File: src/rtl/ahblite_seg7_disp_if.sv
// AHB-Lite bus bundle for the seven-segment display peripheral.
// The master modport drives the transfer and the slave modport answers it.
interface ahblite_seg7_disp_if;
    logic        HSEL;
    logic [31:0] HADDR;
    logic [1:0]  HTRANS;
    logic        HWRITE;
    logic [2:0]  HSIZE;
    logic [31:0] HWDATA;
    logic        HREADY;
    logic [31:0] HRDATA;
    logic        HREADYOUT;
    logic        HRESP;

    modport master (
        output HSEL, HADDR, HTRANS, HWRITE, HSIZE, HWDATA, HREADY,
        input  HRDATA, HREADYOUT, HRESP
    );

    modport slave (
        input  HSEL, HADDR, HTRANS, HWRITE, HSIZE, HWDATA, HREADY,
        output HRDATA, HREADYOUT, HRESP
    );
endinterface

File: src/rtl/ahblite_seg7_disp.sv
// AHB-Lite slave that multiplexes four hex digits onto a shared seven-segment bus.
// Optional leading-zero blanking is compiled in with `define SEG7_BLANKLZ_EN.
module ahblite_seg7_disp #(
    parameter int REFRESH_DIV = 100000
) (
    input  logic                CLK,
    input  logic                RESET,
    ahblite_seg7_disp_if.slave  bus,
    output logic [6:0]          seg,
    output logic                dp,
    output logic [3:0]          an
);
    localparam int CW = (REFRESH_DIV > 2) ? $clog2(REFRESH_DIV) : 1;
    localparam logic [CW-1:0] CNT_MAX = CW'(REFRESH_DIV - 1);

    logic          wr_q;
    logic [1:0]    addr_q;
    logic [15:0]   digits;
    logic [3:0]    dpr;
    logic          enable;
    logic [CW-1:0] cnt;
    logic [1:0]    idx;
    logic          sel;
    logic          blank;
    logic [3:0]    nib;
    logic [31:0]   rdata;

    assign sel           = bus.HSEL & bus.HTRANS[1] & bus.HREADY;
    assign bus.HREADYOUT = 1'b1;
    assign bus.HRESP     = 1'b0;
    assign bus.HRDATA    = rdata;

`ifdef SEG7_BLANKLZ_EN
    logic       blanklz;
    logic [3:0] lz;
    logic       unused_bus;

    // lz[n]: nibbles n..3 are all zero; digit 0 is never blanked.
    always_comb begin
        lz[3] = (digits[15:12] == 4'h0);
        lz[2] = lz[3] & (digits[11:8] == 4'h0);
        lz[1] = lz[2] & (digits[7:4] == 4'h0);
        lz[0] = 1'b0;
    end
    assign blank      = blanklz & lz[idx];
    assign unused_bus = ^{bus.HSIZE, bus.HADDR[31:4], bus.HADDR[1:0], bus.HTRANS[0],
                          bus.HWDATA[31:16]};
`else
    logic unused_bus;
    assign blank      = 1'b0;
    assign unused_bus = ^{bus.HSIZE, bus.HADDR[31:4], bus.HADDR[1:0], bus.HTRANS[0],
                          bus.HWDATA[31:16], bus.HWDATA[1]};
`endif

    function automatic logic [6:0] hex7(input logic [3:0] h);
        case (h)
            4'h0: hex7 = 7'b1000000;  4'h1: hex7 = 7'b1111001;
            4'h2: hex7 = 7'b0100100;  4'h3: hex7 = 7'b0110000;
            4'h4: hex7 = 7'b0011001;  4'h5: hex7 = 7'b0010010;
            4'h6: hex7 = 7'b0000010;  4'h7: hex7 = 7'b1111000;
            4'h8: hex7 = 7'b0000000;  4'h9: hex7 = 7'b0010000;
            4'hA: hex7 = 7'b0001000;  4'hB: hex7 = 7'b0000011;
            4'hC: hex7 = 7'b1000110;  4'hD: hex7 = 7'b0100001;
            4'hE: hex7 = 7'b0000110;  default: hex7 = 7'b0001110;
        endcase
    endfunction

    // Bus pipeline: address phase captured here, write lands one cycle later.
    always_ff @(posedge CLK) begin
        if (!RESET) begin
            wr_q    <= 1'b0;
            addr_q  <= 2'd0;
            digits  <= 16'h0;
            dpr     <= 4'h0;
            enable  <= 1'b1;
`ifdef SEG7_BLANKLZ_EN
            blanklz <= 1'b0;
`endif
        end else begin
            wr_q <= sel & bus.HWRITE;
            if (sel)
                addr_q <= bus.HADDR[3:2];
            if (wr_q) begin
                case (addr_q)
                    2'd0: digits <= bus.HWDATA[15:0];
                    2'd1: dpr    <= bus.HWDATA[3:0];
                    2'd2: begin
                        enable  <= bus.HWDATA[0];
`ifdef SEG7_BLANKLZ_EN
                        blanklz <= bus.HWDATA[1];
`endif
                    end
                    default: ;
                endcase
            end
        end
    end

    always_comb begin
        rdata = 32'h0;
        case (addr_q)
            2'd0: rdata[15:0] = digits;
            2'd1: rdata[3:0]  = dpr;
            2'd2: begin
                rdata[0] = enable;
`ifdef SEG7_BLANKLZ_EN
                rdata[1] = blanklz;
`endif
            end
            default: ;
        endcase
    end

    // Scan timer keeps running while disabled so re-enabling stays in phase.
    always_ff @(posedge CLK) begin
        if (!RESET) begin
            cnt <= '0;
            idx <= 2'd0;
        end else if (cnt == CNT_MAX) begin
            cnt <= '0;
            idx <= idx + 2'd1;
        end else begin
            cnt <= cnt + CW'(1);
        end
    end

    assign nib = digits[{idx, 2'b00} +: 4];

    always_ff @(posedge CLK) begin
        if (!RESET) begin
            seg <= 7'h7F;
            dp  <= 1'b1;
            an  <= 4'hF;
        end else begin
            an  <= enable ? ~(4'b0001 << idx) : 4'hF;
            seg <= (enable && !blank) ? hex7(nib) : 7'h7F;
            dp  <= enable ? ~dpr[idx] : 1'b1;
        end
    end
endmodule
File: src/flat_wrapper.sv
// flat-port wrapper written by rule: the top's interface ports become plain ports
module ahblite_seg7_disp_flat 
#(
    parameter int REFRESH_DIV = 100000
)
  (CLK, RESET, seg, dp, an, bus_HSEL, bus_HADDR, bus_HTRANS, bus_HWRITE, bus_HSIZE, bus_HWDATA, bus_HREADY, bus_HRDATA, bus_HREADYOUT, bus_HRESP);
  ahblite_seg7_disp_if bus_i ();
  input  logic CLK;
  input  logic RESET;
  output logic [6:0] seg;
  output logic dp;
  output logic [3:0] an;
  input wire logic [$bits(bus_i.HSEL)-1:0] bus_HSEL;
  input wire logic [$bits(bus_i.HADDR)-1:0] bus_HADDR;
  input wire logic [$bits(bus_i.HTRANS)-1:0] bus_HTRANS;
  input wire logic [$bits(bus_i.HWRITE)-1:0] bus_HWRITE;
  input wire logic [$bits(bus_i.HSIZE)-1:0] bus_HSIZE;
  input wire logic [$bits(bus_i.HWDATA)-1:0] bus_HWDATA;
  input wire logic [$bits(bus_i.HREADY)-1:0] bus_HREADY;
  output wire logic [$bits(bus_i.HRDATA)-1:0] bus_HRDATA;
  output wire logic [$bits(bus_i.HREADYOUT)-1:0] bus_HREADYOUT;
  output wire logic [$bits(bus_i.HRESP)-1:0] bus_HRESP;
  assign bus_i.HSEL = bus_HSEL;
  assign bus_i.HADDR = bus_HADDR;
  assign bus_i.HTRANS = bus_HTRANS;
  assign bus_i.HWRITE = bus_HWRITE;
  assign bus_i.HSIZE = bus_HSIZE;
  assign bus_i.HWDATA = bus_HWDATA;
  assign bus_i.HREADY = bus_HREADY;
  assign bus_HRDATA = bus_i.HRDATA;
  assign bus_HREADYOUT = bus_i.HREADYOUT;
  assign bus_HRESP = bus_i.HRESP;
  ahblite_seg7_disp #(.REFRESH_DIV(REFRESH_DIV)) u_core (.CLK(CLK), .RESET(RESET), .bus(bus_i), .seg(seg), .dp(dp), .an(an));
endmodule
File: config.mk
export PLATFORM = sky130hd
export DESIGN_NAME = ahblite_seg7_disp_flat
export DESIGN_NICKNAME = d
export VERILOG_FILES = /design/src/rtl/ahblite_seg7_disp_if.sv /design/src/rtl/ahblite_seg7_disp.sv /design/src/flat_wrapper.sv
export SDC_FILE = /design/constraint.sdc
export NUM_CORES = 1
export LEC_CHECK = 0
export CAP_MARGIN = 40
export CORE_MARGIN = 5
export CORE_UTILIZATION = 42
export CTS_CLUSTER_SIZE = 28
export DETAILED_ROUTE_END_ITERATION = 7
export GPL_TIMING_DRIVEN = 0
export PLACE_DENSITY = 0.84
export SLEW_MARGIN = 20
export SYNTH_ARGS = -nofsm -noshare
export SYNTH_HDL_FRONTEND = slang
export SYNTH_SLANG_ARGS = --single-unit
File: constraint.sdc
create_clock -name CLK -period 2.4 [get_ports CLK]
set_input_delay 0.24 -clock CLK [delete_from_list [all_inputs] [get_ports CLK]]
set_output_delay 0.24 -clock CLK [all_outputs]
set_load 0.01 [all_outputs]
==> run summary, run 1 <==
After synthesis, the netlist uses 42 different library cells. The die is 90.8 um wide. The fraction of synthesized cell area taken by the top area cell type is 0.401. The count of buffers added on input and output ports is 51. TritonCTS built the clock tree. Across the run, the number of max-cap violations was 0. The H-tree was split into 2 levels. The area overhead of the layout relative to synthesis was 28.6%; the post-synthesis register bit count was 55. The global-route usage over all layers is 0.142.

The share of flip-flops with an asynchronous set or reset was 0. The setup TNS was 0 ps; the average vias per placed instance was 4.87. Initial antenna violation count: 0.

The clock reaches the later pin of the worst-skew pair after 310 ps. Startpoint of the worst register-to-register path: u_core.idx[0]. For the worst flop-to-flop path, the logic depth is 6. Buffers added to address setup during post-CTS repair amount to 0.

Largest area contributor in the synthesized netlist: sky130_fd_sc_hd__dfxtp_1. The slowest stage of the critical path is the sky130_fd_sc_hd__clkdlybuf4s50_1 cell. For the net total in the final layout, the log shows 461. 120 I/O pins were placed.

The final-report max-slew violation count came out at 0. Longest individual stage delay on the worst path: 550 ps. The type of the worst setup path is flop to output port.

For the number of rows created at floorplan, the log shows 29. The final weighted congestion in routability-driven placement was 0.833; the setup clock skew after layout was 9.37 ps. The logs give 449 MHz for the highest attainable clock frequency and 2,213 for the total via count after detailed routing. The tools report the final routed DRC violation total as 0. The effective utilization at floorplan was 0.432; the number of standard cells after synthesis was 302. The sum of net half-perimeters after detailed placement was 4420 um. In this run the worst hold path is classified as input pin to flop. The worst hold path begins at bus_HWRITE. Cell with the most instances after synthesis: sky130_fd_sc_hd__dfxtp_1. The tools report the arrival time at the worst endpoint as 1990 ps.

In this run the standard cell core region covers 6350 um^2. The run gives 17 as the pin count of the biggest net entering global routing. The commonest register cell after synthesis is sky130_fd_sc_hd__dfxtp_1. Post-CTS repair changed the size of 0 cells.

The highest metal layer with signal wires is met4. Dividing the synthesized area by the synthesized cell count gives 9.09 um^2. Share of layout cells above drive strength 1: 0.101. Setup violations remaining at the end of the flow were counted as 0. CTS placed an instance of sky130_fd_sc_hd__clkbuf_8 at the clock tree root.

The detailed router put a total of 2590 um of wire on met1. Maximum fanout along the worst path: 10. In this run the critical register-to-register path is captured at u_core.seg[1]. In this run, the number of DRC markers left after iteration 0 of detailed routing was 116.

The worst-case clock buffer depth was 2; the time the worst path needs with I/O delays and setup was 2230 ps. For the placement-stage cell area, the log shows 3410 um^2. The clock net in this run drives a total of 55 sinks.

Counting flops with a built-in enable in the synthesized netlist gives 0. Setup slack on the worst reg-to-reg path comes out at 240 ps. Die footprint: 8250 um^2.

The detailed route wirelength on metal2 was 2770 um; the final wirelength was 5770 um. Clock-pin slew was measured on the worst setup and hold paths at 90 ps. For the via count of the first global-routing pass, the log shows 2,170. The worst hold path terminates at u_core.wr_q. The fraction of the cycle the final worst path needs was 0.928; the netlist area before placement was 2750 um^2.

STA classifies the critical path endpoint as an output port. Sorting the synthesized cells by area gives the leading types as sky130_fd_sc_hd__dfxtp_1 40%, sky130_fd_sc_hd__nand2_1 6.8%, sky130_fd_sc_hd__ha_1 5.0%, sky130_fd_sc_hd__buf_4 4.9%, sky130_fd_sc_hd__mux2i_1 4.4%. After filler insertion, the fill cell instance count of the layout stands at 579.

At the worst endpoint, the required time is 2160 ps. The flow ran to the end, and the final reports show no timing, DRC or antenna violations. The number of antenna diodes in the final layout is 0. For the count of endpoints failing hold in the final timing report, the log shows 0.

Among cell families on the critical path, the largest total delay comes from buffers and inverters. The analysis attributes to cell leakage a power of 0.00141 uW. The remaining number of nets flagged by the antenna check after routing is 0, and the average wire per cell in the routed design is 12.7 um.

The tools report the worst ir drop on vdd as 0.238 mV. Counting instances in the post-synthesis netlist gives the leading cell types as 55 x sky130_fd_sc_hd__dfxtp_1, 50 x sky130_fd_sc_hd__nand2_1, 21 x sky130_fd_sc_hd__nor2_1. The post-layout instance area is 3530 um^2, and the remaining global-route overflow is 0. The power density over the cells came out at 494 nW/um^2. The total buffers and inverters traversed by the critical path works out to 3.

In the detailed route, the total length drawn on met3 is 304 um. The hold-critical path depth was 3. Traced cell by cell, the critical path runs through buf_2 -> nor2_1 -> clkbuf_2 -> and2_1 -> clkdlybuf4s50_1. Setup repair after global routing left no endpoint under its margin.

TritonCTS created 5 clock buffers. The first global-routing pass estimated 9850 um of wire. The die outline height came out at 90.8 um. The sequential element share of the synthesized area came out at 0.401. The worst setup path is launched from a flop.

During synthesis, Yosys emitted a total of 0 warnings. The number of hold buffers added after CTS is 0. The first detailed-routing pass ran for 4 iterations.
==> logic make-up after synthesis <==
logic type      count (synthesis)  share of synthesized area
fa+ha+maj                      11                     0.0501
simple gates                  130                      0.239
buf+inv                        39                     0.0857
other cells                     2                    0.00274
flops                          55                      0.401
xor+xnor                       14                     0.0447
mux                            17                     0.0889
compound gates                 34                     0.0880
==> area by class of cell <==
type	count	area (um^2)	share of cell area
clock inverters	2	35.0	0.00992
inverters	6	22.5	0.00638
well taps	77	96.3	0.0273
multi-input cells	224	1470	0.416
flip-flops and latches	55	1100	0.312
repair buffers	51	510	0.145
plain buffers	33	214	0.0606
clock buffers	6	82.6	0.0234
==> registers in the layout, summed over array words and instances, names as in the netlist <==
register	count
u_core.addr_q	2
u_core.an	4
u_core.cnt	17
u_core.digits	16
u_core.dp	1
u_core.dpr	4
u_core.enable	1
u_core.idx	2
u_core.seg	7
u_core.wr_q	1
==> power by group <==
part	switching, uW	leakage (uW)	internal (uW)	total, uW
sequential	9.71	0.000447	929	939
clock	299	0.0000612	338	637
combinational	71.8	0.000898	97.1	169
==> cell usage in the layout, fill, tap and decap left out, types with 7 or more instances in the layout <==
| cell type | count |
|---|---|
| sky130_fd_sc_hd__xor2_1 | 8 |
| sky130_fd_sc_hd__buf_4 | 18 |
| sky130_fd_sc_hd__ha_1 | 11 |
| sky130_fd_sc_hd__mux2i_1 | 12 |
| sky130_fd_sc_hd__and2_1 | 16 |
| sky130_fd_sc_hd__nand2_1 | 50 |
| sky130_fd_sc_hd__nor2b_1 | 9 |
| sky130_fd_sc_hd__nand3_1 | 9 |
| sky130_fd_sc_hd__dfxtp_1 | 55 |
| sky130_fd_sc_hd__a21boi_0 | 16 |
| sky130_fd_sc_hd__clkdlybuf4s50_1 | 51 |
| sky130_fd_sc_hd__nor2_1 | 21 |
| sky130_fd_sc_hd__conb_1 | 18 |
| sky130_fd_sc_hd__clkbuf_1 | 7 |
==> metrics by stage <==
step	power [uW]	std cells	util	hold WS [ps]	setup slack (ps)
CTS	1760	454	0.556	456	55.6
global route	1810	454	0.556	477	34.6
global placement	1130	446	0.537	444	331
finish	1740	454	0.556	463	174
detailed placement	1130	446	0.537	455	298
floorplan	1050	318	-	363	496
==> per-layer routing <==
| metal | global-route usage | vias up |
|---|---|---|
| li1 | - | 1125 |
| met1 | 0.173 | 1016 |
| met2 | 0.240 | 62 |
| met3 | 0.0317 | 10 |
| met4 | 0.0587 | 0 |
| met5 | 0 | - |
==> worst reg2reg max path: cells and delay by family (launching register included) <==
family | cells | cell delay, ps
buffers and inverters | 2 | 350
muxes | 1 | 700
DFF | 1 | 390
adders and majority gates | 1 | 270
AOI/OAI and AO/OA | 2 | 320
==> worst max-delay path by stage <==
| stage | end | cells after the start | from |
|---|---|---|---|
| final | bus_HRDATA[13] | 5 | u_core.addr_q[0] |
| after global routing | bus_HRDATA[6] | 5 | u_core.addr_q[0] |
| after CTS | bus_HRDATA[13] | 5 | u_core.addr_q[0] |
| after detailed placement | u_core.seg[1] | 6 | u_core.idx[0] |
| after global placement | u_core.seg[1] | 6 | u_core.idx[0] |
| after floorplan | u_core.seg[1] | 6 | u_core.idx[0] |
No activity file was read; power rests on OpenSTA's default activity.
==> run 2, diff against run 1 <==
Settings changed: CORE_UTILIZATION 42 to 45, PLACE_DENSITY 0.84 to 0.89.
Clock period 2.4 ns to 2.66 ns, I/O delays scaled along.
==> run summary, run 2 (same netlist as run 1, synthesis figures left out) <==
Across the routed clock network, the largest skew measured is 8.54 ps. In this run, the number of DRC markers left after iteration 0 of detailed routing was 120. The analysis attributes to cell leakage a power of 0.00139 uW. By startpoint and endpoint, the worst setup path is classified as flop to output port. The flow ran to the end, and the final reports show no timing, DRC or antenna violations. The clock reaches the later pin of the worst-skew pair after 310 ps. The count of endpoints failing hold in the final timing report was 0. Leaving out fill and tap cells, the most frequent cells in the layout are 55 x sky130_fd_sc_hd__dfxtp_1, 51 x sky130_fd_sc_hd__clkdlybuf4s50_1, 50 x sky130_fd_sc_hd__nand2_1.

In the final routed layout, each cell accounts on average for 12.7 um. The die is 88.1 um tall. The number of hold buffers added after CTS was 0. The number of gates resized after CTS was 0. In the routed design, unresolved DRC markers number 0.

The clock sink count came out at 55. For the initial antenna violation count, the log shows 0. The logs give 0 for the number of inserted diodes and 0.837 for the final weighted congestion in routability-driven placement. The total overflow left after global routing is 0. STA classifies the critical path endpoint as an output port. The area overhead of the layout relative to synthesis works out to 27.4%. Row generation in the floorplan step produced 28 rows.

In this run the worst setup path begins at u_core.addr_q[0]. The critical path goes through buf_2 -> nor2_1 -> clkbuf_1 -> and2_1 -> clkdlybuf4s50_1. The count of buffers added on input and output ports is 51.

For the total via count after detailed routing, the log shows 2,235. The run gives 2,092 as the via count of the first global-routing pass. The run gives 0 as the final setup violation count. On the critical path, the stage with the largest delay is an instance of sky130_fd_sc_hd__clkdlybuf4s50_1. The most common cell after layout, fill and taps aside was sky130_fd_sc_hd__dfxtp_1. The largest registers in the layout are u_core.cnt (17), u_core.digits (16), u_core.seg (7).

Data on the critical path is required at its endpoint by 2390 ps. In this run the worst hold path is classified as flop to flop. The first TritonRoute pass finished after 4 iterations. The beginning of the worst hold path is u_core.cnt[0].

On the critical path the largest part of the delay comes from buffers and inverters. The worst path in the final design needs a cycle of 2380 ps, including I/O delays and setup. In this run the count of I/O pins placed on the die edge is 120.

Entering global routing, the biggest net connects 16 pins. The die covers 7760 um^2. After clock tree synthesis, the clock-pin slew on the worst setup and hold paths is 90 ps.

The chip width works out to 88.1 um. The total buffers and inverters traversed by the critical path came out at 3. The net total in the final layout came out at 461. Setup repair after global routing left no endpoint under its margin.

The final wirelength was 5720 um. STA classifies the critical path startpoint as a flop. The tools report the effective utilization at floorplan as 0.464. No sink is reached through more buffers than the 2 on the longest clock path. The sum of net half-perimeters after detailed placement was 4360 um.

The final-report max-slew violation count was 0; the fraction of the cycle the final worst path needs was 0.894. After detailed routing, the number of vias per cell comes to 4.96. Number of max-cap violations: 0. The highest attainable clock frequency came out at 420 MHz. The clock buffer count from CTS was 5; the flip-flop count of the largest register after layout was 17. The detail route stage leaves a number of antenna-violating nets equal to 0. The worst ir drop on vdd was 0.251 mV. The core region is 5920 um^2. In this run the number of H-tree levels came out at 2.

The maximum fanout along the worst path is 10, and the power density over the cells is 417 nW/um^2. The tools report the startpoint of the worst register-to-register path as u_core.idx[0]. For this run, the slowest stage of the critical path takes 540 ps. The run gives 0 ps as the setup TNS. TritonCTS built the clock tree. The power after layout was 1460 uW.

More flip-flops sit in one register than any other, and that register is u_core.cnt. Buffers added to address setup during post-CTS repair amount to 0. For the wire length of the first global-routing pass, the log shows 9380 um.

The cell sitting at the root of the clock tree is a sky130_fd_sc_hd__clkbuf_8. The global-route usage over all layers was 0.153; the share of layout cells above drive strength 1 was 0.0957. The arrival time at the worst endpoint came out at 2110 ps.
-- run 2: cell count changes in the layout (fill, tap and decap cells not counted) --
cell                        before  now
sky130_fd_sc_hd__bufinv_16       1    0
sky130_fd_sc_hd__clkbuf_2        1    0
sky130_fd_sc_hd__clkbuf_1        7    8
-- run 2: path summary, 6_finish.rpt --
path         slack, ps              to  depth (start not counted)
max                280  bus_HRDATA[14]                          5
max reg2reg        550   u_core.seg[1]                          6
min                470   u_core.cnt[0]                          1
min reg2reg        470   u_core.cnt[0]                          1
-- run 2: cell type report --
cell class	count	area (um^2)
fillers	508	2420
inverters	6	22.5
clock buffers	6	82.6
repair buffers	51	510
flip-flops and latches	55	1100
multi-input cells	224	1470
clock inverters	1	5.00
well taps	75	93.8
plain buffers	33	213
-- run 2: through the flow --
stage | cells | setup WS, ps | hold WS, ps | utilization | instance area (um^2)
after detailed placement | 444 | 546 | 454 | 0.576 | 3410
after global routing | 451 | 168 | 499 | 0.591 | 3500
after floorplan | 318 | 756 | 389 | - | 2810
after CTS | 451 | 298 | 475 | 0.591 | 3500
after global placement | 444 | 605 | 443 | 0.576 | 3410
final | 451 | 281 | 471 | 0.591 | 3500
-- run 2: power by group --
| part | switching, uW | total, uW | internal [uW] |
|---|---|---|---|
| clock | 254 | 459 | 205 |
| combinational | 64.7 | 152 | 87.4 |
| sequential | 9.03 | 847 | 838 |
-- run 2: metal layers --
layer  track usage  vias up  wire length (um)
met5             0        -                 0
met4        0.0687        0               108
met3        0.0367       13               412
met2         0.252       77              2710
met1         0.191     1016              2490
li1              -     1129                 -
==> run 3, diff against run 2 <==
Settings changed: CTS_BUF_LIST from default to sky130_fd_sc_hd__clkbuf_8, SETUP_SLACK_MARGIN from default to 0.2.
==> run summary, run 3 (same netlist as run 1, synthesis figures left out) <==
The required time at the endpoint of the critical path is 2390 ps, and the clock latency on the worst-skew pair is 310 ps. The run gives 0.464 as the effective utilization at floorplan. In this run the critical register-to-register path is launched from u_core.idx[0].

The most critical setup path has its endpoint at bus_HRDATA[14]. The worst setup path is launched from a flop. The logs give 2,092 for the via count of the first global-routing pass and 55 for the clock sink count. The run gives 0 as the remaining number of nets flagged by the antenna check after routing.

The congestion estimate from routability-driven global placement came to 0.837. Entering global routing, the biggest net connects 16 pins. The register ranked first by flip-flop count is u_core.cnt. In this run, CTS created clock tree buffers numbering 5. Input and output buffers added on the ports amount to 51. Clock-pin slew was measured on the worst setup and hold paths at 90 ps.

The setup check on the worst reg-to-reg path leaves a slack of 550 ps. With fillers left out, the area of the finished cells amounts to 3500 um^2. The tools report the combinational share of power as 0.104. Across the routed clock network, the largest skew measured is 7.44 ps. After detailed routing, the met3 layer carries 386 um of wire. The class of the tightest hold or removal check is flop to flop.

Routed signal wires occupy layers up through met4. The floorplan step defined a die boundary enclosing 7760 um^2. For the worst setup path, the data arrival time is 2030 ps. The number of design-rule violations left by the first detailed-router iteration is 118. In the routed design, unresolved DRC markers number 0. After routing, the total negative slack on setup checks comes to 0 ps. The deepest level of the CTS H-tree came out at 2. The tools report the final setup violation count as 0.

The remaining global-route overflow is 0, and the highest attainable clock frequency is 436 MHz. The number of hold buffers added after CTS was 0. The flow ran to the end, and the final reports show no timing, DRC or antenna violations. Measured along the y axis, the die boundary spans 88.1 um. VDD sags by at most 0.253 mV. The detailed router put a total of 2520 um of wire on met1.

The first-pass detailed-route iteration total is 4, and the fraction of the cycle the final worst path needs is 0.862. Walking the worst path, the cells encountered are buf_2 -> nor2_1 -> clkbuf_2 -> and2_1 -> clkdlybuf4s50_1. Across the run, the number of max-cap violations was 0.

STA classifies the critical path endpoint as an output port. The first global-routing pass estimated 9380 um of wire. Most common cell after layout, fill and taps aside: sky130_fd_sc_hd__dfxtp_1. The die is 88.1 um wide.

Detailed route wirelength on metal2: 2690 um. Setup repair after global routing left no endpoint under its margin. The tools report the final-report max-slew violation count as 0. For the global-route usage over all layers, the log shows 0.153. The worst-case clock buffer depth is 2. Wires add up to 5690 um. The number of buffers inserted by post-CTS setup repair came out at 0.

After detailed placement, the design holds a cell count of 444. Among all stages on the critical path, the largest delay is contributed by sky130_fd_sc_hd__clkdlybuf4s50_1. TritonCTS built the clock tree. The time the worst path needs with I/O delays and setup works out to 2290 ps.

The critical path in this run is classified as flop to output port. The number of antenna diodes in the final layout is 0. Count of endpoints failing hold in the final timing report: 0. The power density over the cells was 417 nW/um^2. The logs give 451 for the number of cells in the finished layout apart from fillers and 2,211 for the total via count after detailed routing. At the end of the flow, the number of nets in the layout was 461. Relative to the synthesized area, the layout overhead comes to 27.4%.

In this run the power spent charging and discharging nets is 327 uW. The average vias per placed instance came out at 4.90. Leaving out fill and tap cells, the most frequent cells in the layout are 55 x sky130_fd_sc_hd__dfxtp_1, 51 x sky130_fd_sc_hd__clkdlybuf4s50_1, 50 x sky130_fd_sc_hd__nand2_1.

The largest registers in the layout are u_core.cnt (17), u_core.digits (16), u_core.seg (7). The number of rows created at floorplan was 28; the longest individual stage delay on the worst path was 540 ps. Detailed placement ended at an HPWL of 4360 um.

Initial antenna violation count: 0. Average wire per cell in the routed design: 12.6 um. The tools report the source of the critical timing path as u_core.addr_q[0]. The analysis attributes to cell leakage a power of 0.00139 uW.

For the clock network power share, the log shows 0.315. The count of boundary I/O pins came out at 120. The worst register-to-register path ends at u_core.seg[1]. The register with the most flip-flops in the layout has 17 of them.

The share of layout cells above drive strength 1 was 0.0984; the maximum fanout along the worst path was 10. The tools report the CTS root buffer as sky130_fd_sc_hd__clkbuf_8. The power share of the sequential group came out at 0.581.

The cell count of the worst reg-to-reg path was 6. The proportion of total power due to net switching works out to 0.225. Cell internal power was estimated by the tool at 1130 uW. The core region is 5920 um^2. The tools report the placement-stage cell area as 3410 um^2.
[run 3: cell count changes in the layout (fill, tap and decap cells not counted)]
cell / change
sky130_fd_sc_hd__clkbuf_2: +1
sky130_fd_sc_hd__clkbuf_1: -1
[run 3: worst min-delay path by stage]
stage / cells after the start / endpoint / slack (ps) / startpoint
2_1_floorplan: 2 / u_core.wr_q / 390 / bus_HWRITE
3_3_place_gp: 1 / u_core.cnt[0] / 440 / u_core.cnt[0]
3_5_place_dp: 1 / u_core.cnt[0] / 450 / u_core.cnt[0]
4_1_cts: 1 / u_core.cnt[0] / 480 / u_core.cnt[0]
5_1_grt: 3 / u_core.wr_q / 500 / bus_HWRITE
6_report: 1 / u_core.cnt[0] / 470 / u_core.cnt[0]
[run 3: power by group through the flow]
stage	combinational, uW	clock [uW]	sequential [uW]
6_report	152	459	847
5_1_grt	166	513	849
4_1_cts	151	467	847
3_5_place_dp	150	0	866
3_3_place_gp	149	0	865
2_1_floorplan	79.0	0	868
[run 3: area by class of cell]
class | instances | area [um^2]
clock buffer | 6 | 82.6
tap | 75 | 93.8
clock inverter | 1 | 5.00
fill | 508 | 2420
inverter | 6 | 22.5
buffer | 33 | 214
multi-input combinational | 224 | 1470
sequential | 55 | 1100
timing repair buffer | 51 | 510
[run 3: metal layers]
metal | global-route usage | vias up
met5 | 0 | -
met2 | 0.252 | 68
li1 | - | 1130
met4 | 0.0687 | 0
met1 | 0.191 | 1004
met3 | 0.0367 | 9
[run 3: through the flow]
stage	hold slack [ps]	setup WS (ps)	power, uW	utilization
5_1_grt	499	265	1530	0.591
3_3_place_gp	443	605	1010	0.576
2_1_floorplan	389	756	947	-
3_5_place_dp	454	546	1020	0.576
4_1_cts	475	298	1470	0.591
6_report	471	367	1460	0.591
[run 3: repair_timing]
item,in CTS,in global routing
setup endpoints to repair,0,8
hold endpoints to repair,0,0
resized for setup,0,2
[run 3: worst max-delay path: cells and delay by family (launching register included)]
kind / cells / cell delay [ps]
DFF: 1 / 300
and+or+nand+nor: 2 / 450
buffers and inverters: 3 / 970
